[src/rtl/pulse_stretcher.sv]
// ---------------------------------------------------------------------------
// pulse_stretcher
//
// Turns single-cycle event pulses into a visible level waveform.
// Each accepted event gives a high window of exactly HIGH_CYCLES clocks.
// A low guard gap of GAP_CYCLES clocks follows each window.
// Events that arrive while a window or gap is running are queued in a
// saturating pending counter. They are replayed back to back.
//
// Parameters:
//   HIGH_CYCLES - length of each high window in clk cycles (>= 1)
//   GAP_CYCLES  - low guard time after each window in clk cycles (>= 0);
//                 0 removes the gap state entirely
//   PEND_W      - width of the pending counter; queue depth is 2**PEND_W-1
//
// Ports:
//   clk         - system clock
//   reset       - asynchronous, active-high reset
//   pulse_in    - event request; every high cycle counts as one event
//   clr         - synchronous abort: drops the window, queue and overflow
//   level_out   - stretched output level (registered)
//   busy        - high while a window or gap is running (registered)
//   pending_cnt - number of queued events not yet started
//   overflow    - sticky: an event was dropped because the queue was full
// ---------------------------------------------------------------------------
module pulse_stretcher #(
  parameter int HIGH_CYCLES = 25_000_000,
  parameter int GAP_CYCLES  = 12_500_000,
  parameter int PEND_W      = 4
) (
  input  logic              clk,
  input  logic              reset,
  input  logic              pulse_in,
  input  logic              clr,
  output logic              level_out,
  output logic              busy,
  output logic [PEND_W-1:0] pending_cnt,
  output logic              overflow
);

  // The down-counter is shared by the HIGH and GAP phases. It is sized for
  // the longer of the two phases.
  localparam int MAX_CYCLES = (HIGH_CYCLES > GAP_CYCLES) ? HIGH_CYCLES : GAP_CYCLES;
  localparam int CNT_W      = $clog2(MAX_CYCLES + 1);
  localparam bit HAS_GAP    = (GAP_CYCLES > 0);

  // The counter is loaded with length-1 and the phase ends when it reads 0.
  // A phase of N cycles therefore spans exactly N clocks.
  localparam logic [CNT_W-1:0]  HIGH_LOAD = CNT_W'(HIGH_CYCLES - 1);
  localparam logic [CNT_W-1:0]  GAP_LOAD  = CNT_W'((GAP_CYCLES > 0) ? GAP_CYCLES - 1 : 0);
  localparam logic [PEND_W-1:0] PEND_MAX  = '1;

  typedef enum logic [1:0] {
    S_IDLE = 2'd0,
    S_HIGH = 2'd1,
    S_GAP  = 2'd2
  } state_t;

  state_t            state_reg;
  logic [CNT_W-1:0]  cnt_reg;
  logic              level_reg;
  logic              busy_reg;
  logic [PEND_W-1:0] pend_reg;
  logic              ovf_reg;

  logic              cnt_zero;
  logic              win_end;
  logic              restart;
  logic [PEND_W-1:0] pend_next;
  logic              ovf_next;

  assign cnt_zero = (cnt_reg == '0);

  // Window end: this is the last cycle of the gap.
  // When there is no gap state, it is the last cycle of the high window.
  assign win_end = cnt_zero &&
                   ((state_reg == S_GAP) || ((state_reg == S_HIGH) && !HAS_GAP));

  // At window end a new window starts if there is a queued event.
  // It also starts if an event arrives in that same cycle.
  assign restart = (pend_reg != '0) || pulse_in;

  // Pending queue bookkeeping.
  // At window end a queued event is consumed.
  // If a pulse arrives in that same cycle, it takes the freed slot and the
  // count is unchanged. This case never overflows.
  // With an empty queue, a pulse at window end is consumed directly and
  // never touches the counter.
  // Outside window end, every pulse is queued until the counter saturates.
  always_comb begin
    pend_next = pend_reg;
    ovf_next  = ovf_reg;
    if (state_reg != S_IDLE) begin
      if (win_end) begin
        if ((pend_reg != '0) && !pulse_in) begin
          pend_next = pend_reg - 1'b1;
        end
      end else if (pulse_in) begin
        if (pend_reg == PEND_MAX) begin
          ovf_next = 1'b1;
        end else begin
          pend_next = pend_reg + 1'b1;
        end
      end
    end
  end

  // Main FSM. Outputs are computed from the next state, so level_out and busy
  // come straight from flops and are valid in the cycle they describe.
  always_ff @(posedge clk or posedge reset) begin
    if (reset) begin
      state_reg <= S_IDLE;
      cnt_reg   <= '0;
      level_reg <= 1'b0;
      busy_reg  <= 1'b0;
      pend_reg  <= '0;
      ovf_reg   <= 1'b0;
    end else if (clr) begin
      // Abort: any pulse in this cycle is discarded.
      state_reg <= S_IDLE;
      cnt_reg   <= '0;
      level_reg <= 1'b0;
      busy_reg  <= 1'b0;
      pend_reg  <= '0;
      ovf_reg   <= 1'b0;
    end else begin
      pend_reg <= pend_next;
      ovf_reg  <= ovf_next;
      case (state_reg)
        S_IDLE: begin
          if (pulse_in) begin
            state_reg <= S_HIGH;
            cnt_reg   <= HIGH_LOAD;
            level_reg <= 1'b1;
            busy_reg  <= 1'b1;
          end
        end

        S_HIGH, S_GAP: begin
          if (win_end) begin
            if (restart) begin
              // The next window starts immediately after the gap.
              // No idle cycle is inserted in between.
              state_reg <= S_HIGH;
              cnt_reg   <= HIGH_LOAD;
              level_reg <= 1'b1;
              busy_reg  <= 1'b1;
            end else begin
              state_reg <= S_IDLE;
              cnt_reg   <= '0;
              level_reg <= 1'b0;
              busy_reg  <= 1'b0;
            end
          end else if (cnt_zero) begin
            // Only reached at the end of HIGH when a gap exists.
            state_reg <= S_GAP;
            cnt_reg   <= GAP_LOAD;
            level_reg <= 1'b0;
            busy_reg  <= 1'b1;
          end else begin
            cnt_reg <= cnt_reg - 1'b1;
          end
        end

        default: begin
          state_reg <= S_IDLE;
          cnt_reg   <= '0;
          level_reg <= 1'b0;
          busy_reg  <= 1'b0;
        end
      endcase
    end
  end

  assign level_out   = level_reg;
  assign busy        = busy_reg;
  assign pending_cnt = pend_reg;
  assign overflow    = ovf_reg;

endmodule

[config.mk]
export PLATFORM = sky130hd
export DESIGN_NAME = pulse_stretcher
export DESIGN_NICKNAME = d
export VERILOG_FILES = /design/src/rtl/pulse_stretcher.sv
export SDC_FILE = /design/constraint.sdc
export NUM_CORES = 1
export LEC_CHECK = 0
export CAP_MARGIN = 0
export CELL_PAD_IN_SITES_DETAIL_PLACEMENT = 0
export CELL_PAD_IN_SITES_GLOBAL_PLACEMENT = 1
export CORE_ASPECT_RATIO = 1.2
export CORE_MARGIN = 8
export CORE_UTILIZATION = 43
export CTS_BUF_LIST = sky130_fd_sc_hd__clkbuf_8
export DETAILED_ROUTE_END_ITERATION = 10
export GPL_ROUTABILITY_DRIVEN = 0
export PLACE_DENSITY_LB_ADDON = 0.1
export RECOVER_POWER = 50
export SLEW_MARGIN = 20
export SYNTH_ARGS = -nofsm -noshare
export SYNTH_HDL_FRONTEND = slang
export SYNTH_SLANG_ARGS = --single-unit
[constraint.sdc]
create_clock -name clk -period 3 [get_ports clk]
set_clock_uncertainty 0.05 [all_clocks]
set_input_delay 0.9 -clock clk [delete_from_list [all_inputs] [get_ports clk]]
set_output_delay 0.9 -clock clk [all_outputs]
set_load 0.02 [all_outputs]
==> results_dict.tcl, run 1 <==
set metrics [dict create \
    finalWorstPathRequiredPeriod_ns 2.769 \
    power_per_cell_area_mw_per_mm2 690.7 \
    path_class "flop to flop" \
    path_clk_slew_ns 0.08 \
    ys.flop_type "dfrtp_1" \
    status "finished clean" \
    start_kind "flop" \
    n_antenna_cell 0 \
    synth_largest_area_cell "dfrtp_1" \
    cts-buffers-inserted 5 \
    placeableCoreArea_sq_mm 0.004940 \
    maxCapViolCount 0 \
    die_area_sq_mm 0.007659 \
    buffer_ports.inserted 10 \
    clock_sink_count 33 \
    placement.setup.worst_slack_ns 0.1569 \
    fmaxAchievable_ghz 0.3612 \
    synthDominantCellAreaShare 0.3761 \
    post_synth_instance_area_sq_mm 0.002196 \
    finalHoldViolCount 0 \
    hold_path_class "flop to flop" \
    critPathArrivalTime_ns 2.90 \
    layout-drive-gt1-share 0.1303 \
    flip_flop_and_latch_count_after_synthesis 33 \
    setup-tns-final_ns 0 \
    vdd_drop_max_v 0.0003919 \
    setup_violations 0 \
    clk-insertion-delay-late_ns 0.29 \
    syn_inst 257 \
    slew_at_the_pin_closest_to_its_max_slew_limit_ns 0.8625 \
    vias 2104 \
    drtAntennaViolNets 0 \
    maxSlewHeadroom 0.4250 \
    p_total_mw 1.813 \
    critPathMaxFanout 4 \
    wl_per_cell_um 18.00 \
    post-route-period-util 0.9229 \
    cts-root-to-sink-buffers 2 \
    finish.instance_area_sq_mm 0.002625 \
    worst_path_dominant_cell_family "simple AND/OR/NAND/NOR gates" \
    yosysSeqAreaShare 0.3761 \
    wire_length_of_the_first_global_routing_pass_um 10530 \
    route.final.wire_length_um 6191 \
    antenna_found_initial 0 \
    crit_slowest_cell "dfrtp_1" \
    fraction_of_synthesis_flops_using_an_asynchronous_set_or_reset_pin 1.000 \
    synth_nets 268 \
    path_common_cell "ha_1" \
    yosysWarnings 0 \
    grt.overflow.total 0 \
    grt_start_max_net_pins 34 \
    drt_drc_violations_left 0 \
    critical_path.cell_chain "inv_1 > ha_1 > nor4b_4 > nand4_1 > nor4_4 > ha_1 > a21o_1 > a21oi_1 > mux2i_1 > mux2_2" \
    final.setup.worst_slack_ns 0.2312 \
    cp_required_ns 3.13 \
    area_growth_pct 19.54 \
    row_count 28 \
    number_of_top_level_pins 11 \
    largest_register_ffs 25 \
    detailed_place.area_sq_mm 0.002502 \
    synthesis.area_per_instance_sq_um 8.544 \
    grt_pass1_vias 2058 \
    first_drt_iteration_drcs 198 \
    cts.htree.levels 2 \
    die_y_um 94.28 \
    floorplan.die.width_um 81.24 \
    place_inst 336 \
    drt_pre_antenna_iters 4 \
    detailed_place_hpwl_um 4548 \
    initial_utilization 0.4445 \
    grt_setup_unrepaired "no" \
    timing.critical_path.slowest_cell_delay_ns 0.40 \
    route.detailed.vias_per_inst 6.116 \
    post_synth_num_cell_types 54 \
    clock_root_buffer_master "clkbuf_8" \
    grt.total_usage 0.1768 \
    worst_setup_path_end_kind "flop" \
    number_of_buffers_and_inverters_on_the_critical_path 1 \
    leakage_power_figure_nw 1.129 \
    synth_enable_flop_cells 0 \
    slew_viol_final 0 \
    final-instance-count-excl-fill 344 \
    cts_tree "done" \
    ys_top_cells_by_area "dfrtp_1 38%, nor2_1 3.9%, ha_1 3.4%" \
    finalNetCount 294 \
    post_cts.repair.setup_buffers 0 \
]
## metrics by stage
stage,util,hold WS (ns)
floorplan,-,0.4071
global placement,0.5066,0.4258
detailed placement,0.5066,0.4330
CTS,0.5309,0.4539
global route,0.5314,0.4639
finish,0.5314,0.4520
## layer usage
metal	wire (um)	track usage	share of wire
met4	108	0.05970	0.017
met1	2819	0.2311	0.46
met3	361	0.03831	0.058
met5	0	0	0
met2	2902	0.2793	0.47
## timing repair
action                     4_1_cts  5_1_grt
setup endpoints to repair        0        1
hold buffers                     0        0
gates resized for setup          0        1
## final cells by class
type	instances	area (sq um)
Fill cell	477	2315
Multi-Input combinational cell	201	1303
Sequential cell	33	825.8
Timing Repair Buffer	30	256.5
Clock buffer	6	82.58
Tap cell	60	75.07
Inverter	12	45.04
Clock inverter	2	37.54
## worst register-to-register path, cell delays in order, from the launching register on
cell and delay (ns):
dfrtp_1 0.40, inv_1 0.09, ha_1 0.17, nor4b_4 0.23, nand4_1 0.23, nor4_4 0.34, ha_1 0.27, a21o_1 0.17
a21oi_1 0.17, mux2i_1 0.21, mux2_2 0.35
## synth_stat cells, types with 2 or more instances
library cell / n
a31oi_1: 7
nor4_2: 2
o2bb2ai_1: 2
o21a_1: 4
nor3_1: 15
or4_1: 3
nor4_1: 11
and3_1: 3
o21ai_0: 14
ha_1: 6
or3_1: 4
o311ai_0: 2
o31ai_1: 2
a311oi_1: 2
a22oi_1: 2
a22o_1: 2
a21oi_1: 8
a41oi_1: 2
nor2b_1: 3
dfrtp_1: 33
o21ai_1: 2
xnor2_1: 5
inv_1: 12
a21o_1: 6
nand2b_1: 4
or2_2: 2
nand3_1: 15
clkbuf_1: 9
or4_4: 2
nand4_1: 5
a21boi_0: 2
nor2_1: 23
o41ai_1: 2
nand2_1: 19
nor4b_1: 2
mux2i_1: 2
## cells by family after synthesis
kind of cell    share of synthesized area
compound gates                     0.2194
xor+xnor                          0.01994
fa+ha+maj                         0.04330
buf+inv                           0.04444
flops                              0.3761
mux                               0.01425
simple gates                       0.2826
## power breakdown
group / total, mW / internal (mW) / switching (mW)
Combinational: 0.735 / 0.311 / 0.423
Clock: 0.452 / 0.270 / 0.181
Sequential: 0.627 / 0.522 / 0.104
## worst paths after layout
kind	start	to	slack (ns)	depth (start not counted)
worst max-delay path	cnt_reg[0]$_DFFE_PP0P_	pending_cnt[3]$_DFFE_PP0P_	0.23	10
worst min-delay path	busy$_DFFE_PP0P_	busy$_DFFE_PP0P_	0.45	1
worst max register to register	cnt_reg[0]$_DFFE_PP0P_	pending_cnt[3]$_DFFE_PP0P_	0.23	10
worst min register to register	busy$_DFFE_PP0P_	busy$_DFFE_PP0P_	0.45	1
max in group asynchronous	reset	cnt_reg[19]$_DFFE_PP0P_	1.11	3
min in group asynchronous	reset	cnt_reg[6]$_DFFE_PP0P_	1.24	3
## cells in the final DEF (no fill, tap or decap), types with 3 or more instances in the layout
master / count
dfrtp_1: 33
nor2_1: 23
nand2_1: 19
buf_4: 17
nand3_1: 15
nor3_1: 15
o21ai_0: 14
inv_1: 12
nor4_1: 10
a21oi_1: 8
a31oi_1: 7
clkdlybuf4s50_1: 7
a21o_1: 6
ha_1: 6
clkbuf_8: 6
nand4_1: 5
xnor2_1: 5
nand2b_1: 4
or3_1: 4
o21a_1: 4
and3_1: 3
or4_1: 3
nor2b_1: 3
dlygate4sd3_1: 3
Note: power is estimated with default switching activity, not from simulation.
==> run 2: changes to the inputs <==
- CORE_UTILIZATION: 43 -> 35
==> results_dict.tcl, run 2 (synthesized netlist as in run 1, its figures left out) <==
set metrics [dict create \
    final_common_cell "dfrtp_1" \
    status "finished clean" \
    ff2ff_path_depth 10 \
    timing.critical_path.slowest_cell_delay_ns 0.41 \
    start_kind "flop" \
    largest_register_ffs 25 \
    rrSetupSlack_ns 0.19 \
    cts-root-to-sink-buffers 2 \
    placeableCoreArea_sq_mm 0.006051 \
    slew_viol_final 0 \
    maxCapViolCount 0 \
    maxSlewHeadroom 0.4142 \
    mostFrequentLayoutCells "33 x dfrtp_1, 23 x nor2_1, 21 x buf_4" \
    detailed_place.area_sq_mm 0.002540 \
    cts-resized-gates 0 \
    wl_per_cell_um 18.17 \
    setup-tns-final_ns 0 \
    row_count 31 \
    crit_slowest_cell "dfrtp_1" \
    hold_start "busy$_DFFE_PP0P_" \
    hold_buffers 0 \
    timing.rr.start "cnt_reg[0]$_DFFE_PP0P_" \
    placement.setup.worst_slack_ns 0.1216 \
    post_cts.repair.setup_buffers 0 \
    floorplan.die.width_um 88.31 \
    number_of_top_level_pins 11 \
    number_of_buffers_and_inverters_on_the_critical_path 1 \
    fmaxAchievable_ghz 0.3559 \
    route.final.wire_length_um 6704 \
    grt_pass1_vias 2186 \
    path_clk_slew_ns 0.07 \
    cts.htree.levels 2 \
    power_per_cell_area_mw_per_mm2 685.3 \
    initial_utilization 0.3629 \
    regToRegEndpoint "pending_cnt[3]$_DFFE_PP0P_" \
    num-fill-cells 641 \
    worst_setup_path_end_kind "flop" \
    finish.instance_area_sq_mm 0.002659 \
    area_growth_pct 21.08 \
    share_seq_of_total_power 0.344 \
    grt.total_usage 0.1611 \
    slew_at_the_pin_closest_to_its_max_slew_limit_ns 0.8787 \
    critPathMaxFanout 4 \
    critPathArrivalTime_ns 2.93 \
    combPwrFrac 0.411 \
    grt_start_max_net_pins 34 \
    clk-insertion-delay-late_ns 0.29 \
    die_area_sq_mm 0.009075 \
    finalWorstPathRequiredPeriod_ns 2.810 \
    path_common_cell "ha_1" \
    cp_required_ns 3.12 \
    layout-drive-gt1-share 0.1359 \
    internal-power_mw 1.101 \
    wire_length_of_the_first_global_routing_pass_um 11270 \
    clock_root_buffer_master "clkbuf_8" \
    path_class "flop to flop" \
    buffer_ports.inserted 10 \
    worst_hold_slack_ns 0.4250 \
    worst_path_dominant_cell_family "simple AND/OR/NAND/NOR gates" \
    hold_path_class "flop to flop" \
    leakage_power_figure_nw 1.144 \
    place_inst 361 \
    first_drt_iteration_drcs 101 \
    final-instance-count-excl-fill 369 \
    vdd_drop_max_v 0.0002786 \
    finalHoldViolCount 0 \
    critical_path.cell_chain "inv_1 > ha_1 > nor4b_4 > nand4_1 > nor4_4 > ha_1 > a21o_1 > a21oi_1 > mux2i_1 > mux2_2" \
    part_of_the_power_in_the_clock_network 0.245 \
    total_switching_power_mw 0.7212 \
    final.setup.worst_slack_ns 0.1899 \
    grt_setup_unrepaired "no" \
    drt_pre_antenna_iters 4 \
    cts_tree "done" \
    cts-buffers-inserted 5 \
    netSwitchingFraction 0.3958 \
    drt_drc_violations_left 0 \
    crit_start "cnt_reg[0]$_DFFE_PP0P_" \
    cp_num_cells 10 \
    drtAntennaViolNets 0 \
    detailed_place_hpwl_um 4934 \
    route.detailed.vias_per_inst 5.778 \
    vias 2132 \
    grt.overflow.total 0 \
    post-route-period-util 0.9367 \
    setup_violations 0 \
    critPathCapture "pending_cnt[3]$_DFFE_PP0P_" \
    die_y_um 102.8 \
    clock_sink_count 33 \
    n_antenna_cell 0 \
    antenna_found_initial 0 \
    finalNetCount 297 \
]
[run 2: cell count changes in the layout (fill, tap and decap cells not counted), sizes merged]
cell      before  now
buf           18   21
inv           12   13
clkinvlp       1    0
[run 2: layout make-up]
class,count,area [sq um],area share
Clock buffer,6,82.58,0.03106
Clock inverter,2,33.78,0.01271
Inverter,12,45.04,0.01694
Multi-Input combinational cell,201,1303,0.4899
Sequential cell,33,825.8,0.3106
Tap cell,82,102.6,0.03859
Timing Repair Buffer,33,266.5,0.1002
[run 2: worst min-delay path by stage]
stage                         endpoint  slack [ns]  depth (start not counted)
4_1_cts               busy$_DFFE_PP0P_        0.44                          1
5_1_grt               busy$_DFFE_PP0P_        0.45                          1
2_1_floorplan  cnt_reg[23]$_DFFE_PP0P_        0.41                          1
3_5_place_dp          busy$_DFFE_PP0P_        0.42                          1
3_3_place_gp          busy$_DFFE_PP0P_        0.42                          1
6_report              busy$_DFFE_PP0P_        0.42                          1
[run 2: power by group through the flow]
stage	sequential [mW]	combinational, mW	clock, mW
2_1_floorplan	0.620	0.488	0
3_3_place_gp	0.631	0.747	0
3_5_place_dp	0.632	0.741	0
4_1_cts	0.623	0.747	0.455
5_1_grt	0.643	0.839	0.470
6_report	0.627	0.749	0.446
[run 2: routing by layer]
layer / share of wire / global-route usage / up-vias
met1: 0.47 / 0.2054 / 1041
met5: 0 / 0 / -
met4: 0.016 / 0.05737 / 0
met3: 0.043 / 0.03190 / 8
li1: - / - / 1034
met2: 0.47 / 0.2619 / 49
[run 2: stage by stage]
stage / total power [mW] / utilization
final: 1.822 / 0.4394
after global routing: 1.953 / 0.4394
after CTS: 1.825 / 0.4390
after detailed placement: 1.373 / 0.4198
after global placement: 1.378 / 0.4198
after floorplan: 1.108 / -
==> run 3: changes to the inputs <==
- PLACE_DENSITY: unset -> 0.63
- PLACE_DENSITY_LB_ADDON: 0.1 -> unset
==> results_dict.tcl, run 3 (synthesized netlist as in run 1, its figures left out) <==
set metrics [dict create \
    clock_sink_count 33 \
    cts.htree.levels 2 \
    timing.critical_path.slowest_cell_delay_ns 0.41 \
    final_common_cell "dfrtp_1" \
    grt_use_met3 0.03270 \
    worst_path_dominant_cell_family "simple AND/OR/NAND/NOR gates" \
    final.setup.worst_slack_ns 0.2125 \
    critPathMaxFanout 4 \
    path_class "flop to flop" \
    mostFrequentLayoutCells "33 x dfrtp_1, 23 x nor2_1, 21 x buf_4" \
    route.final.wire_length_um 6598 \
    hold_path_class "flop to flop" \
    die_y_um 102.8 \
    finalHoldViolCount 0 \
    finish.utilization 0.4384 \
    grt_start_max_net_pins 34 \
    number_of_top_level_pins 11 \
    top_usage_layer "met2" \
    slew_viol_final 0 \
    finalNetCount 298 \
    clk-insertion-delay-late_ns 0.29 \
    floorplan.die.width_um 88.31 \
    grt_pass1_vias 2092 \
    post-route-period-util 0.9292 \
    setup-tns-final_ns 0 \
    num-fill-cells 632 \
    area_growth_pct 20.80 \
    grt_setup_unrepaired "no" \
    critPathCapture "pending_cnt[3]$_DFFE_PP0P_" \
    grt.total_usage 0.1596 \
    worst_setup_path_end_kind "flop" \
    route.detailed.vias_per_inst 5.735 \
    start_kind "flop" \
    post_cts.repair.setup_buffers 0 \
    row_count 31 \
    path_common_cell "ha_1" \
    power_per_cell_area_mw_per_mm2 651.0 \
    cp_required_ns 3.13 \
    drt_pre_antenna_iters 4 \
    wire_length_of_the_first_global_routing_pass_um 11080 \
    ff2ff_path_depth 10 \
    cts_tree "done" \
    layout-drive-gt1-share 0.1458 \
    clock_root_buffer_master "clkbuf_8" \
    status "finished clean" \
    vdd_drop_max_v 0.0002640 \
    n_antenna_cell 0 \
    critPathArrivalTime_ns 2.92 \
    die_area_sq_mm 0.009075 \
    placement.setup.worst_slack_ns 0.1132 \
    detailed_place_hpwl_um 4850 \
    finish.instance_area_sq_mm 0.002653 \
    setup_violations 0 \
    vias 2122 \
    drtAntennaViolNets 0 \
    drt_drc_violations_left 0 \
    maxSlewHeadroom 0.4293 \
    crit_start "cnt_reg[0]$_DFFE_PP0P_" \
    grt_use_met1 0.2115 \
    antenna_found_initial 0 \
    first_drt_iteration_drcs 122 \
    grt.overflow.total 0 \
    maxCapViolCount 0 \
    placeableCoreArea_sq_mm 0.006051 \
    met2_usage 0.2424 \
    cp_num_cells 10 \
    detailed_place.area_sq_mm 0.002560 \
    cts-buffers-inserted 5 \
    fmaxAchievable_ghz 0.3587 \
    cts-root-to-sink-buffers 2 \
    rrSetupSlack_ns 0.21 \
    path_clk_slew_ns 0.07 \
    leakage_power_figure_nw 1.134 \
    number_of_buffers_and_inverters_on_the_critical_path 1 \
    slew_at_the_pin_closest_to_its_max_slew_limit_ns 0.8561 \
    finalWorstPathRequiredPeriod_ns 2.787 \
    largest_register_ffs 25 \
    critical_path.cell_chain "inv_1 > ha_1 > nor4b_4 > nand4_1 > nor4_4 > ha_1 > a21o_1 > a21oi_2 > mux2i_1 > mux2_2" \
    crit_slowest_cell "dfrtp_1" \
    buffer_ports.inserted 10 \
    wl_per_cell_um 17.83 \
    regToRegEndpoint "pending_cnt[3]$_DFFE_PP0P_" \
    initial_utilization 0.3629 \
    timing.rr.start "cnt_reg[0]$_DFFE_PP0P_" \
]
[run 3: area by class of cell]
class	count	area, sq um	area share
Clock buffer	5	68.82	0.02594
Clock inverter	3	17.52	0.006604
Inverter	12	45.04	0.01698
Multi-Input combinational cell	201	1306	0.4925
Sequential cell	33	825.8	0.3113
Tap cell	82	102.6	0.03868
Timing Repair Buffer	34	286.5	0.1080
[run 3: worst min-delay path by stage]
stage	start	end	slack, ns	cells past startpoint
finish	busy$_DFFE_PP0P_	busy$_DFFE_PP0P_	0.44	1
global route	busy$_DFFE_PP0P_	busy$_DFFE_PP0P_	0.45	1
CTS	busy$_DFFE_PP0P_	busy$_DFFE_PP0P_	0.45	1
detailed placement	busy$_DFFE_PP0P_	busy$_DFFE_PP0P_	0.43	1
global placement	busy$_DFFE_PP0P_	busy$_DFFE_PP0P_	0.42	1
floorplan	cnt_reg[23]$_DFFE_PP0P_	cnt_reg[23]$_DFFE_PP0P_	0.41	1
[run 3: repair_timing]
action                                  CTS  global route
hold endpoints to repair                  0             0
hold buffers                              0             0
gates resized for setup                   0             2
endpoints found under the setup margin    0             1
[run 3: per-stage QoR]
step / std cells / hold slack [ns] / power, mW
floorplan: 257 / 0.4071 / 1.108
global route: 370 / 0.4452 / 1.851
global placement: 362 / 0.4152 / 1.382
finish: 370 / 0.4373 / 1.727
CTS: 370 / 0.4454 / 1.732
detailed placement: 362 / 0.4256 / 1.380
[run 3: report_power, final]
part           switching (mW)  internal [mW]
logic                   0.443          0.317
clock network           0.180          0.160
registers               0.105          0.522
[run 3: metal layers]
layer  routed length, um  up-vias
met3                 208       11
met4                 141        0
met5                   0        -
met1                3203     1031
li1                    -     1036
met2                3045       44
